## src/rtl/gnw_pkg.sv

```systemverilog
// Shared types and constants for the gnw core's HPS ioctl helpers.
// Latency: n/a (types, constants and a pure helper function only).
// Backpressure: n/a.
package gnw_pkg;

   // ioctl_index the save/high-score upload path answers to
   localparam logic [7:0] INDEX_SAVE = 8'd1;

   typedef enum logic [2:0] {
      IDLE  = 3'd0,
      REQ   = 3'd1,
      FETCH = 3'd2,
      READY = 3'd3,
      DRAIN = 3'd4
   } upload_state_t;

   // Words at or beyond the save area length are served as zero without touching memory
   function automatic logic word_in_range(input logic [23:0] word, input logic [15:0] len);
      return word < {8'd0, len};
   endfunction

endpackage

```

## src/rtl/sync_edge.sv

```systemverilog
// Two-flop synchroniser for an asynchronous level, plus a rising-edge detector.
// Latency: rise is valid 2 clocks after the input edge (combinational off the synced flops).
// Backpressure: none; rise is a single-cycle pulse.
module sync_edge (
   input  logic clk,
   input  logic rst_n,
   input  logic d,
   output logic rise
);

   logic meta;
   logic sync;
   logic sync_d;

   // Metastability chain plus one delay stage for edge detection
   always_ff @(posedge clk or negedge rst_n) begin
      if (!rst_n) begin
         meta   <= 1'b0;
         sync   <= 1'b0;
         sync_d <= 1'b0;
      end else begin
         meta   <= d;
         sync   <= meta;
         sync_d <= sync;
      end
   end

   assign rise = sync & ~sync_d;

endmodule

```

## src/rtl/gnw_ioctl_uploader.sv

```systemverilog
// Serves core memory (save RAM / high scores) to the HPS during ioctl_upload, 16-bit words.
// Latency: ioctl_upload_req 3 clocks after save_trigger; data 1 clock after mem_ack (1 clock if out of range).
// Backpressure: holds ioctl_wait while a word is being fetched; mem_rd held until mem_ack.
module gnw_ioctl_uploader
   import gnw_pkg::*;
#(
   parameter logic [7:0]  INDEX       = INDEX_SAVE,
   parameter int          ADDR_WIDTH  = 16,
   parameter logic [15:0] LEN_WORDS   = 16'd1024,
   parameter logic [23:0] REQ_TIMEOUT = 24'hFFFFFF
) (
   input  logic                  clk_sys_99_287,
   input  logic                  reset_n,
   input  logic                  save_trigger,
   output logic                  ioctl_upload_req,
   input  logic                  ioctl_upload,
   input  logic [7:0]            ioctl_index,
   input  logic                  ioctl_rd,
   input  logic [24:0]           ioctl_addr,
   output logic [15:0]           ioctl_din,
   output logic                  ioctl_wait,
   output logic                  mem_rd,
   output logic [ADDR_WIDTH-1:0] mem_addr,
   input  logic                  mem_ack,
   input  logic [15:0]           mem_data,
   output logic                  busy
);

   upload_state_t state, state_n;
   logic [23:0]   word_addr, word_addr_n;
   logic [23:0]   req_cnt, req_cnt_n;
   logic          pending, pending_n;
   logic          match_d;
   logic [15:0]   din_n;
   logic          trig_rise;
   logic          match;
   logic          match_rise;
   logic [23:0]   start_word;
   logic          addr_lsb_unused;

   // Byte address LSB is meaningless for a 16-bit port
   assign addr_lsb_unused = ioctl_addr[0];

   assign match      = ioctl_upload && (ioctl_index == INDEX);
   assign match_rise = match && !match_d;
   assign start_word = ioctl_addr[24:1];

   sync_edge u_trig_sync (
      .clk   (clk_sys_99_287),
      .rst_n (reset_n),
      .d     (save_trigger),
      .rise  (trig_rise)
   );

   // State, bookkeeping and registered outputs, all derived from the next state
   always_ff @(posedge clk_sys_99_287 or negedge reset_n) begin
      if (!reset_n) begin
         state            <= IDLE;
         word_addr        <= '0;
         req_cnt          <= '0;
         pending          <= 1'b0;
         match_d          <= 1'b0;
         ioctl_din        <= '0;
         ioctl_upload_req <= 1'b0;
         ioctl_wait       <= 1'b0;
         mem_rd           <= 1'b0;
         mem_addr         <= '0;
         busy             <= 1'b0;
      end else begin
         state            <= state_n;
         word_addr        <= word_addr_n;
         req_cnt          <= req_cnt_n;
         pending          <= pending_n;
         match_d          <= match;
         ioctl_din        <= din_n;
         ioctl_upload_req <= (state_n == REQ);
         ioctl_wait       <= (state_n == FETCH);
         mem_rd           <= ((state_n == FETCH) && word_in_range(word_addr_n, LEN_WORDS)) ||
                             (state_n == DRAIN);
         mem_addr         <= word_addr_n[ADDR_WIDTH-1:0];
         busy             <= (state_n != IDLE);
      end
   end

   // Next-state logic: request, fetch/serve loop, and draining an abandoned read
   always_comb begin
      state_n     = state;
      word_addr_n = word_addr;
      req_cnt_n   = req_cnt;
      pending_n   = pending | trig_rise;
      din_n       = ioctl_din;
      case (state)
         IDLE: begin
            if (match_rise) begin
               state_n     = FETCH;
               word_addr_n = start_word;
            end else if (pending || trig_rise) begin
               state_n   = REQ;
               req_cnt_n = REQ_TIMEOUT;
               pending_n = 1'b0;
            end
         end
         REQ: begin
            if (match_rise) begin
               state_n     = FETCH;
               word_addr_n = start_word;
            end else if (req_cnt == 24'd0) begin
               state_n = IDLE;
            end else begin
               req_cnt_n = req_cnt - 24'd1;
            end
         end
         FETCH: begin
            if (!word_in_range(word_addr, LEN_WORDS)) begin
               if (ioctl_upload) begin
                  din_n   = 16'd0;
                  state_n = READY;
               end else begin
                  state_n = IDLE;
               end
            end else if (mem_ack) begin
               // Data arriving after the HPS gave up is discarded
               if (ioctl_upload) begin
                  din_n   = mem_data;
                  state_n = READY;
               end else begin
                  state_n = IDLE;
               end
            end else if (!ioctl_upload) begin
               state_n = DRAIN;
            end
         end
         READY: begin
            if (!ioctl_upload) begin
               state_n = IDLE;
            end else if (ioctl_rd) begin
               state_n     = FETCH;
               word_addr_n = word_addr + 24'd1;
            end
         end
         DRAIN: begin
            if (mem_ack) state_n = IDLE;
         end
         default: state_n = IDLE;
      endcase
   end

endmodule
```

## config.mk

```make
export PLATFORM = sky130hd
export DESIGN_NAME = gnw_ioctl_uploader
export DESIGN_NICKNAME = d
export VERILOG_FILES = /design/src/rtl/gnw_pkg.sv /design/src/rtl/sync_edge.sv /design/src/rtl/gnw_ioctl_uploader.sv
export SDC_FILE = /design/constraint.sdc
export NUM_CORES = 1
export LEC_CHECK = 0
export ABC_AREA = 0
export BUFFER_PORTS_ARGS = -buffer_cell sky130_fd_sc_hd__buf_2
export CORE_ASPECT_RATIO = 1.1
export CORE_UTILIZATION = 49
export DETAILED_ROUTE_END_ITERATION = 8
export GPL_TIMING_DRIVEN = 0
export PLACE_DENSITY = 0.76
export SYNTH_ARGS = -nofsm -noshare
export SYNTH_HDL_FRONTEND = slang
export SYNTH_SLANG_ARGS = --single-unit
```

## constraint.sdc

```tcl
create_clock -name clk_sys_99_287 -period 2.75 [get_ports clk_sys_99_287]
set_input_delay 0.275 -clock clk_sys_99_287 [delete_from_list [all_inputs] [get_ports clk_sys_99_287]]
set_output_delay 0.275 -clock clk_sys_99_287 [all_outputs]
set_load 0.01 [all_outputs]
```

Yosys cells after proc, flatten, opt, wreduce, memory -nomap -nowiden
Index checks and enable logic that the tools add are counted.

Bits in registers: 92. Latch bits: 0. Bits in writable memories: 0. ROM bits: 0. Input bits: 55. Memories: 0.

Add/subtract/negate cells: 2. Multiply operators: 0. Div/mod/pow operators: 0. Order comparisons: 2. Equality and inequality tests: 14. Shift-type cells: 0. Multiplexer cells: 28. Bitwise logic cells: 3. Reduce and logical (&&, ||, !) cells: 14.

Operators by type and width (number): $mux W24 (7); $pmux W24 S2 (2); $mux W16 (4); $lt A24 B11 Y1 const B (2); $mux W3 (10); $add A24 B1 Y24 const B (1); $logic_not A24 Y1 (1); $sub A24 B1 Y24 const B (1); $pmux W3 S5 (1); $ne A2 B2 Y1 const B (6); $eq A3 B2 Y1 const B (3); $eq A8 B1 Y1 const B (1); $eq A3 B1 Y1 const B (2); $eq A3 B3 Y1 const B (2); $reduce_and A5 Y1 (1); $reduce_and A4 Y1 (1); $reduce_bool A2 Y1 (2); $logic_and A1 B1 Y1 (3); $logic_not A3 Y1 (1); $mux W1 (3); $reduce_bool A3 Y1 (1); $logic_or A1 B1 Y1 (2); $mux W2 (1); $reduce_or A2 Y1 (1); 4 further kinds (4).

Depth between registers and ports, before layout
Gate-level depths: netlist of the first run.

Word-level depth: 9. Depth in mapped cells: 10. Mapped depth without buffers: 9.

Modules after synthesis
Synthesis of the first run repeated with hierarchy kept, for this count alone.

Cells, all modules: 463. Area, all modules: 4150.2 um^2.

Modules (own cells, without submodules): gnw_ioctl_uploader (times used 1, cells each 459, area an instance 4061.4 um^2, sequential area each 1826.8 um^2); sync_edge (times used 1, cells each 4, area an instance 88.8 um^2, sequential area each 75.1 um^2).

Worst setup path before layout of the first run
Ideal clock, no wire load.

Kind: register to register. Start point: register with a tool-made name. End point: register mem_rd. Library setup time: 0.095 ns. Arrival time: 2.828 ns. Slack: -0.174 ns. Stages on the path, launching flop included: 9. Buffers on the path: 0. Clock period less this slack: 2.924 ns. Path through: dfrtp_1 > ha_1 > and4_1 > or4b_4 > or2_0 > a31o_1 > or4_1 > or4_1 > o31ai_1.

RTL lines: end signal, assigned (RTL line gnw_ioctl_uploader.sv:78) `mem_rd <= ((state_n == FETCH) && word_in_range(word_addr_n, LEN_WORDS)) ||`; end, declared (RTL line gnw_ioctl_uploader.sv:22) `output logic mem_rd,`.

==> results.toml, run 1 <==
[run_status]
status = "finished, violations left"
failed_checks = "negative setup slack"

[floorplan]
die_x_um = 89.9
core_area_mm2 = 0.00808
pin_count = 91
die_y_um = 98.7
dieArea_mm2 = 0.00887
rows = 34
start_util = 0.515

[flow_run]
maxCapViolCount = 0

[global_routing]
overflow = 0
grt_max_degree = 47
grt_antenna_before_repair = 0
grt_pass1_wl_mm = 17.7
grt_usage = 0.247
grt_pass1_vias = 3790

[setup_path]
worstPathMaxFanout = 3
critPathMaxStageDelay_ps = 520
path_class = "flop to flop"
crit_arrival_ps = 3220
r2r_end = "mem_rd$_DFF_PN0_"
cp_top_family = "simple AND/OR/NAND/NOR gates"
path_depth = 8
cp.required_ps = 3020
cp.buffers_inverters = 0
rrSetupSlack_ps = -200
critPathCapture = "mem_rd$_DFF_PN0_"
reg2reg_depth = 8
endpoint_kind = "flop"
worstSetupStartpointType = "flop"
crit_path_top_delay_cell = "or4_1"
path_cells = "ha_2 > and4_4 > or4b_4 > or2_0 > a31o_1 > or4_1 > or4_4 > o31ai_2"

[power]
intPower_mw = 1.78
clock_power_share = 0.310
pwr-share-seq = 0.502
powerDensity_mw_per_mm2 = 499
power.switching_uw = 829
swShare = 0.318
p_leak_nw = 2.32
peakVddDrop_uv = 365
p_comb_frac = 0.187
fin_total_pwr_mw = 2.61

[clock_network]
cts.sinks = 76
cts_max_level = 3
cts_tree = "done"
path_clk_slew_ps = 90
cts_made_buffers = 9
cts_buffer_depth = 2
clockRootBuffer = "clkbuf_8"
clk_latency_ps = 360

[route]
wirelength_mm = 10.9
wl_per_cell_um = 15.8
routed_via_density = 5.87
drc_errors = 0
dr.pass1.iters = 5
postRouteAntennaNets = 0
drt-initial-drc-count = 223
vias = 4062

[place]
port-buffer-count = 89
dp_hpwl_mm = 7.70
place.gp.congestion = 0.905
dpl_cell_area_mm2 = 0.00478
pre_cts_ws_ps = -748

[logic_synthesis]
ys_top_cells_by_count = "76 x dfrtp_1, 76 x nand2_1, 32 x o21ai_0"
syn-instance-count = 465
synth.distinct_cells = 56
yosys_warnings = 0
synth_top_flop_cell = "dfrtp_1"
synth_top_area_share = 0.457
syn_nets = 522
syn_area_per_cell_um2 = 8.95
async_reset_ff_frac = 1.00
ys_seq_area_frac = 0.457
syn_area_mm2 = 0.00416
synth_top_area_cell = "dfrtp_1"
ys_top_cells_by_area = "dfrtp_1 46%, nand2_1 6.9%, o21ai_0 3.8%, xor2_1 3.4%, nand3_1 3.2%"
ys_seq_elements = 76
synth-edff-count = 0

[sta]
skew_ps = 11.0
fmax_mhz = 339
period_share = 1.07
setup_viol = 1
drv_slew = 0
worst_slack_ps = -200
finalCriticalPeriod_ps = 2950
slew_headroom = 0.490
hold_viol_final = 0
hold_ws_ps = 23.2
rsz0062_at_grt = "yes"
worstMarginPinSlew_ps = 763

[layout]
area_growth_pct = 25.3
n_fill_cell = 680
fin_area_mm2 = 0.00522
fin_nets = 636
diodes = 0
layout-drive-gt1-share = 0.293

[hold_path]
worstHoldPathType = "input port to flop"
hold_start = "save_trigger"
==> worst reg2reg max path: stages (launching register included) <==
cell and delay [ps]:
dfrtp_1 380, ha_2 200, and4_4 220, or4b_4 480, or2_0 220, a31o_1 200, or4_1 520, or4_4 440
o31ai_2 200
==> cell families (layout without fill, tap and decap cells) <==
group                      Yosys count  in the layout  synth area share
and+or+nand+nor                    239            239             0.313
AOI/OAI and AO/OA                   81             81             0.123
DFF                                 76             76             0.457
buffers and inverters               48            167            0.0595
xor gates and xnor gates            16             16            0.0337
muxes                                3              3           0.00721
adders and majority gates            2              2           0.00601
==> worst min-delay path by stage <==
stage	end	slack, ps	cells after the start
after global placement	u_trig_sync.sync$_DFF_PN0_	330	0
final	u_trig_sync.meta$_DFF_PN0_	20	1
after detailed placement	word_addr[23]$_DFF_PN0_	250	1
after floorplan	async pin	-20	0
after global routing	u_trig_sync.meta$_DFF_PN0_	10	1
after CTS	u_trig_sync.meta$_DFF_PN0_	8	1
==> layer usage <==
| metal | share of wire | track usage | up-vias |
|---|---|---|---|
| met2 | 0.49 | 0.399 | 168 |
| li1 | - | - | 1915 |
| met1 | 0.43 | 0.331 | 1959 |
| met4 | 0.019 | 0.114 | 0 |
| met3 | 0.062 | 0.0363 | 20 |
| met5 | 0 | 0 | - |
==> per-stage QoR <==
stage	setup TNS, ps	instances	util
finish	-200	692	0.646
global route	-265	692	0.646
CTS	-181	685	0.630
detailed placement	-10540	663	0.591
global placement	-8610	662	0.587
floorplan	0	465	-
==> power by group through the flow <==
stage          sequential (mW)  combinational, mW  clock (mW)
2_1_floorplan             1.31              0.264           0
3_3_place_gp              1.32              0.409           0
3_5_place_dp              1.32              0.428           0
4_1_cts                   1.30              0.462       0.822
5_1_grt                   1.32              0.544       0.861
6_report                  1.31              0.488       0.809
==> layout make-up <==
type                       count  area (um2)  area share
buffer                        36         235      0.0451
clock buffer                   9         124      0.0237
clock inverter                 7        57.6      0.0110
inverter                       9        33.8     0.00647
multi-input combinational    341        2110       0.405
sequential                    76        1900       0.365
tap                          108         135      0.0259
timing repair buffer         106         616       0.118
==> placed cells by master, fill, tap and decap left out, types with 3 or more instances in the layout <==
master,synthesis,layout
buf_2,0,88
nand2_1,76,75
dfrtp_1,76,75
o21ai_0,32,32
buf_4,16,32
nor2_1,27,26
nand3_1,27,26
nand4_1,17,17
xor2_1,16,16
or4_1,16,14
a21oi_1,11,11
clkbuf_1,21,11
or3_1,10,10
nor3_1,10,10
inv_1,9,9
a22oi_1,9,9
clkbuf_8,0,9
and3_1,8,8
and2_1,6,6
nor4_1,8,6
nor2b_1,5,5
o31ai_1,5,4
o211ai_1,4,4
and4_1,4,3
mux2i_1,3,3
a221o_1,3,3
nand3b_1,3,3
inv_6,0,3
==> what timing repair did <==
action                                 4_1_cts  5_1_grt
setup buffers                                7        7
endpoints found under the hold margin       30        0
hold buffers                                 1        0
gates cloned                                 0        1
setup endpoints to repair                   40       24
resized for setup                           22       17
pin swaps                                    4        6
Power figures use the tool's default switching activity.
==> run 2, diff against run 1 <==
Settings changed: SYNTH_HIERARCHICAL set to 1.
==> results.toml, run 2 <==
[layout]
multi_input_area_mm2 = 0.00215
diodes = 0
fin_nets = 645
final-seq-area_mm2 = 0.00190
layout-drive-gt1-share = 0.325
final_common_cell = "buf_2"
final_core_util = 0.662
mostFrequentLayoutCells = "90 x buf_2, 79 x nand2_1, 74 x dfrtp_1, 41 x buf_4, 36 x o21ai_0"
area_growth_pct = 28.3
n_fill_cell = 666

[floorplan]
rows = 34
start_util = 0.516
pin_count = 91
core_area_mm2 = 0.00804
dieArea_mm2 = 0.00884
die_y_um = 98.5
die_x_um = 89.8

[global_routing]
grt_antenna_before_repair = 0
overflow = 0
grt_pass1_wl_mm = 18.8
grt_usage = 0.265
grt_pass1_vias = 4023
grt_max_degree = 57

[logic_synthesis]
async_reset_ff_frac = 1.00
synth_top_area_share = 0.458
syn_nets = 520
ys_top_cells_by_count = "79 x nand2_1, 76 x dfrtp_1, 36 x o21ai_0"
synth.distinct_cells = 66
syn-instance-count = 463
ys_top_cells_by_area = "dfrtp_1 46%, nand2_1 7.1%, o21ai_0 4.3%, nand3_1 3.0%, buf_4 2.9%"
yosys_warnings = 6
synth_top_area_cell = "dfrtp_1"
yosysMostFrequentCell = "nand2_1"
ys_seq_area_frac = 0.458
syn_area_mm2 = 0.00415
synth_top_flop_cell = "dfrtp_1"
syn_area_per_cell_um2 = 8.96
synth-edff-count = 0
ys_seq_elements = 76

[place]
port-buffer-count = 89
dp_hpwl_mm = 7.70
place.gp.congestion = 0.922

[sta]
hold_ws_ps = 15.8
setup_viol = 5
fmax_mhz = 361
rsz0062_at_grt = "yes"
drv_slew = 0
worstMarginPinSlew_ps = 634
skew_ps = 10.8
worst_slack_ps = -21.7
finalCriticalPeriod_ps = 2770
slew_headroom = 0.574
hold_viol_final = 0
period_share = 1.01

[clock_network]
cts.sinks = 76
cts_buffer_depth = 2
path_clk_slew_ps = 80
cts_tree = "done"
clockRootBuffer = "clkbuf_8"
cts_made_buffers = 9
clk_latency_ps = 370
cts_max_level = 3

[flow_run]
maxCapViolCount = 0

[run_status]
status = "finished, violations left"
failed_checks = "negative setup slack"

[route]
wirelength_mm = 11.5
postRouteAntennaNets = 0
drt-initial-drc-count = 197
wl_per_cell_um = 16.4
dr.pass1.iters = 4
vias = 4039
drc_errors = 0
routed_via_density = 5.76

[setup_path]
worstPathMaxFanout = 5
path_class = "flop to flop"
path_cells = "or4_4 > or4_4 > o31a_1 > buf_6 > nor2_4 > and4_4 > nand4b_1 > o31ai_4"
worstSetupStartpointType = "flop"
crit_arrival_ps = 3040
endpoint_kind = "flop"
reg2reg_depth = 8
cpMostUsedCell = "or4_4"
critPathMaxStageDelay_ps = 560
crit_path_top_delay_cell = "or4_4"
cp.required_ps = 3020

[hold_path]
min_path_cells = 1
worstHoldPathType = "input port to flop"

[power]
p_leak_nw = 2.33
powerDensity_mw_per_mm2 = 524
peakVddDrop_uv = 213
[run 2: cell count changes after synthesis, moves of 5 or more]
cell,before,now
a22oi_1,9,3
a32oi_1,0,5
nor2_1,27,32
xor2_1,16,5
nand4_1,17,12
o31ai_1,5,0
xnor2_1,0,11
or4_1,16,7
nor3b_1,5,0
[run 2: cell type report]
cell class                      instances  area share
Timing Repair Buffer                  117       0.130
Clock buffer                           11      0.0284
Inverter                               11     0.00775
Tap cell                              108      0.0254
Buffer                                 36      0.0395
Sequential cell                        76       0.358
Multi-Input combinational cell        337       0.404
Clock inverter                          5     0.00775
[run 2: critical path: cells and delay by family, from the launching register on]
kind / cells / cell delay, ps
DFF: 1 / 390
AOI/OAI and AO/OA: 2 / 550
buffers and inverters: 1 / 140
and+or+nand+nor: 5 / 1600
[run 2: routing by layer]
metal  part of all wire  wire length (um)  track usage
met5                  0                 0            0
met4              0.026               299        0.153
met3              0.058               662       0.0478
met2               0.52              6030        0.463
met1               0.39              4510        0.307
[run 2: repair_timing]
action | 4_1_cts | 5_1_grt
setup buffers | 18 | 8
gates resized for setup | 18 | 19
hold buffers | 1 | 0
pin swaps | 6 | 15
cloned | 0 | 0
endpoints found under the setup margin | 18 | 31
endpoints found under the hold margin | 20 | 0
[run 2: power breakdown]
part / internal, mW / leakage, nW / switching (mW)
clock network: 0.387 / 0.0930 / 0.457
logic: 0.302 / 1.34 / 0.341
registers: 1.21 / 0.902 / 0.0958
total: 1.90 / 2.33 / 0.894
[run 2: metrics by stage]
| step | std cells | cell area, um2 | power, mW | setup TNS, ps | setup slack (ps) |
|---|---|---|---|---|---|
| 2_1_floorplan | 463 | 4150 | 1.59 | 0 | 117 |
| 3_3_place_gp | 660 | 4730 | 1.75 | -450 | -344 |
| 3_5_place_dp | 661 | 4760 | 1.77 | -674 | -392 |
| 4_1_cts | 696 | 5170 | 2.73 | -28.8 | -28.8 |
| 5_1_grt | 701 | 5330 | 2.92 | -1020 | -124 |
| 6_report | 701 | 5330 | 2.79 | -45.1 | -21.7 |
[run 2: final timing paths]
check | slack (ps) | start | endpoint
setup reg to reg | -20 | req_cnt[8]$_DFFE_PN0P_ | mem_rd$_DFF_PN0_
setup / recovery | -20 | req_cnt[8]$_DFFE_PN0P_ | mem_rd$_DFF_PN0_
hold reg to reg | 360 | u_trig_sync/meta$_DFF_PN0_ | u_trig_sync/sync$_DFF_PN0_
min in group asynchronous | 330 | reset_n | ioctl_din[8]$_DFFE_PN0P_
hold / removal | 20 | save_trigger | u_trig_sync/meta$_DFF_PN0_
max in group asynchronous | 1860 | reset_n | async pin
[run 2: kinds of logic after synthesis]
group | after synthesis | share of synthesized area
compound gates | 93 | 0.149
buf+inv | 50 | 0.0624
simple gates | 224 | 0.286
mux | 2 | 0.00482
flops | 76 | 0.458
xor+xnor | 16 | 0.0338
fa+ha+maj | 2 | 0.00603
==> run 3, diff against run 2 <==
Settings changed: BUFFER_PORTS_ARGS -buffer_cell sky130_fd_sc_hd__buf_2 to unset, CORE_UTILIZATION 49 to 55, DONT_BUFFER_PORTS set to 1, PLACE_DENSITY 0.76 to 0.73.
==> results.toml, run 3 (same netlist as run 2, synthesis figures left out) <==
[global_routing]
grt_antenna_before_repair = 0
grt_pass1_vias = 3485
grt_max_degree = 77
grt_usage = 0.285
overflow = 0
grt_pass1_wl_mm = 17.2

[power]
fin_total_pwr_mw = 2.63
power.switching_uw = 845
powerDensity_mw_per_mm2 = 546
intPower_mw = 1.78
swShare = 0.322
p_leak_nw = 1.92
p_comb_frac = 0.207
clock_power_share = 0.297
peakVddDrop_uv = 278
pwr-share-seq = 0.496

[floorplan]
rows = 32
dieArea_mm2 = 0.00790
die_x_um = 84.8
core_area_mm2 = 0.00717
start_util = 0.579
die_y_um = 93.1
pin_count = 91

[route]
dr.pass1.iters = 7
vias = 3715
wirelength_mm = 11.1
drt-initial-drc-count = 245
routed_via_density = 6.32
postRouteAntennaNets = 0
wl_per_cell_um = 18.8
drc_errors = 5

[place]
place_inst = 548
dp_hpwl_mm = 7.26
pre_cts_ws_ps = -364
port-buffer-count = 0
place.gp.congestion = 0.927

[sta]
worst_slack_ps = -73.0
worstMarginPinSlew_ps = 646
skew_ps = 11.4
period_share = 1.03
fmax_mhz = 354
finalCriticalPeriod_ps = 2820
drv_slew = 0
finalSetupTns_ps = -73.0
slew_headroom = 0.565
setup_viol = 1
hold_viol_final = 0
hold_ws_ps = 45.3
rsz0062_at_grt = "yes"

[layout]
mostFrequentLayoutCells = "79 x nand2_1, 71 x dfrtp_1, 40 x buf_4, 36 x o21ai_0, 31 x nor2_1"
diodes = 0
n_fill_cell = 566
layout-drive-gt1-share = 0.205
area_growth_pct = 15.8
layoutNonFillerInstCount = 588
fin_nets = 555
multi_input_area_mm2 = 0.00214
final-seq-area_mm2 = 0.00191
final_common_cell = "nand2_1"

[clock_network]
cts_max_level = 3
clockRootBuffer = "clkbuf_8"
clk_latency_ps = 350
cts_tree = "done"
cts_buffer_depth = 2
cts.sinks = 76
path_clk_slew_ps = 90
cts_made_buffers = 9

[run_status]
failed_checks = "design-rule violations, negative setup slack"
status = "finished, violations left"

[setup_path]
cp_top_family = "simple AND/OR/NAND/NOR gates"
cp.buffers_inverters = 0
worstSetupStartpointType = "flop"
crit_arrival_ps = 3060
path_class = "flop to flop"
critPathMaxStageDelay_ps = 580
path_cells = "ha_2 > nand4_1 > or4_4 > o31a_1 > o21ai_1 > nand2_1 > or4_1 > o31ai_2"
crit_path_top_delay_cell = "or4_1"
worstPathMaxFanout = 5
cp.required_ps = 2990
endpoint_kind = "flop"

[flow_run]
maxCapViolCount = 0

[hold_path]
worstHoldPathType = "input port to flop"
[run 3: cell count changes in the layout (fill, tap and decap cells not counted), sizes merged]
cell | before | now
dlygate4sd3 | 1 | 2
inv | 14 | 12
buf | 137 | 46
clkinv | 0 | 2
[run 3: power by group through the flow]
stage / registers, mW / logic [mW] / clock network, mW
floorplan: 1.30 / 0.290 / 0
CTS: 1.29 / 0.499 / 0.792
finish: 1.30 / 0.545 / 0.780
global route: 1.31 / 0.593 / 0.841
global placement: 1.32 / 0.343 / 0
detailed placement: 1.33 / 0.354 / 0
[run 3: area by class of cell]
| type | count | area share |
|---|---|---|
| Buffer | 36 | 0.0442 |
| Clock buffer | 11 | 0.0273 |
| Clock inverter | 5 | 0.00781 |
| Inverter | 11 | 0.00859 |
| Multi-Input combinational cell | 337 | 0.445 |
| Sequential cell | 76 | 0.397 |
| Tap cell | 85 | 0.0221 |
| Timing Repair Buffer | 27 | 0.0482 |
[run 3: worst paths after layout]
| check | slack, ps | cells after the start | end | start |
|---|---|---|---|---|
| max in group asynchronous | 1940 | 2 | word_addr[22]$_DFF_PN0_ | reset_n |
| max reg2reg | -70 | 8 | mem_rd$_DFF_PN0_ | flop |
| min | 50 | 2 | flop | ioctl_addr[5] |
| min in group asynchronous | 490 | 2 | async pin | reset_n |
| min reg2reg | 360 | 0 | u_trig_sync/sync$_DFF_PN0_ | u_trig_sync/meta$_DFF_PN0_ |
| max | -70 | 8 | mem_rd$_DFF_PN0_ | flop |
[run 3: timing repair]
| action | in CTS | in global routing |
|---|---|---|
| hold buffers | 3 | 0 |
| gates resized for setup | 15 | 24 |
| hold endpoints to repair | 77 | 0 |
| setup buffers | 17 | 7 |
| setup endpoints to repair | 20 | 15 |
| pin swaps | 9 | 5 |
[run 3: per-layer routing]
metal  track usage  vias to the layer above  share of wire
met3        0.0706                       26          0.064
met2         0.482                      148           0.50
met4         0.112                        0          0.026
li1              -                     1738              -
met5             0                        -              0
met1         0.353                     1803           0.41
[run 3: worst reg2reg max path: stages, from the launching register on]
cell,delay (ps)
dfrtp_2,380
ha_2,210
nand4_1,180
or4_4,570
o31a_1,290
o21ai_1,120
nand2_1,70
or4_1,580
o31ai_2,320
[run 3: stage by stage]
step | cell area [um2] | util
after detailed placement | 4260 | 0.594
after floorplan | 4150 | -
after global placement | 4260 | 0.594
final | 4810 | 0.671
after global routing | 4810 | 0.671
after CTS | 4650 | 0.649
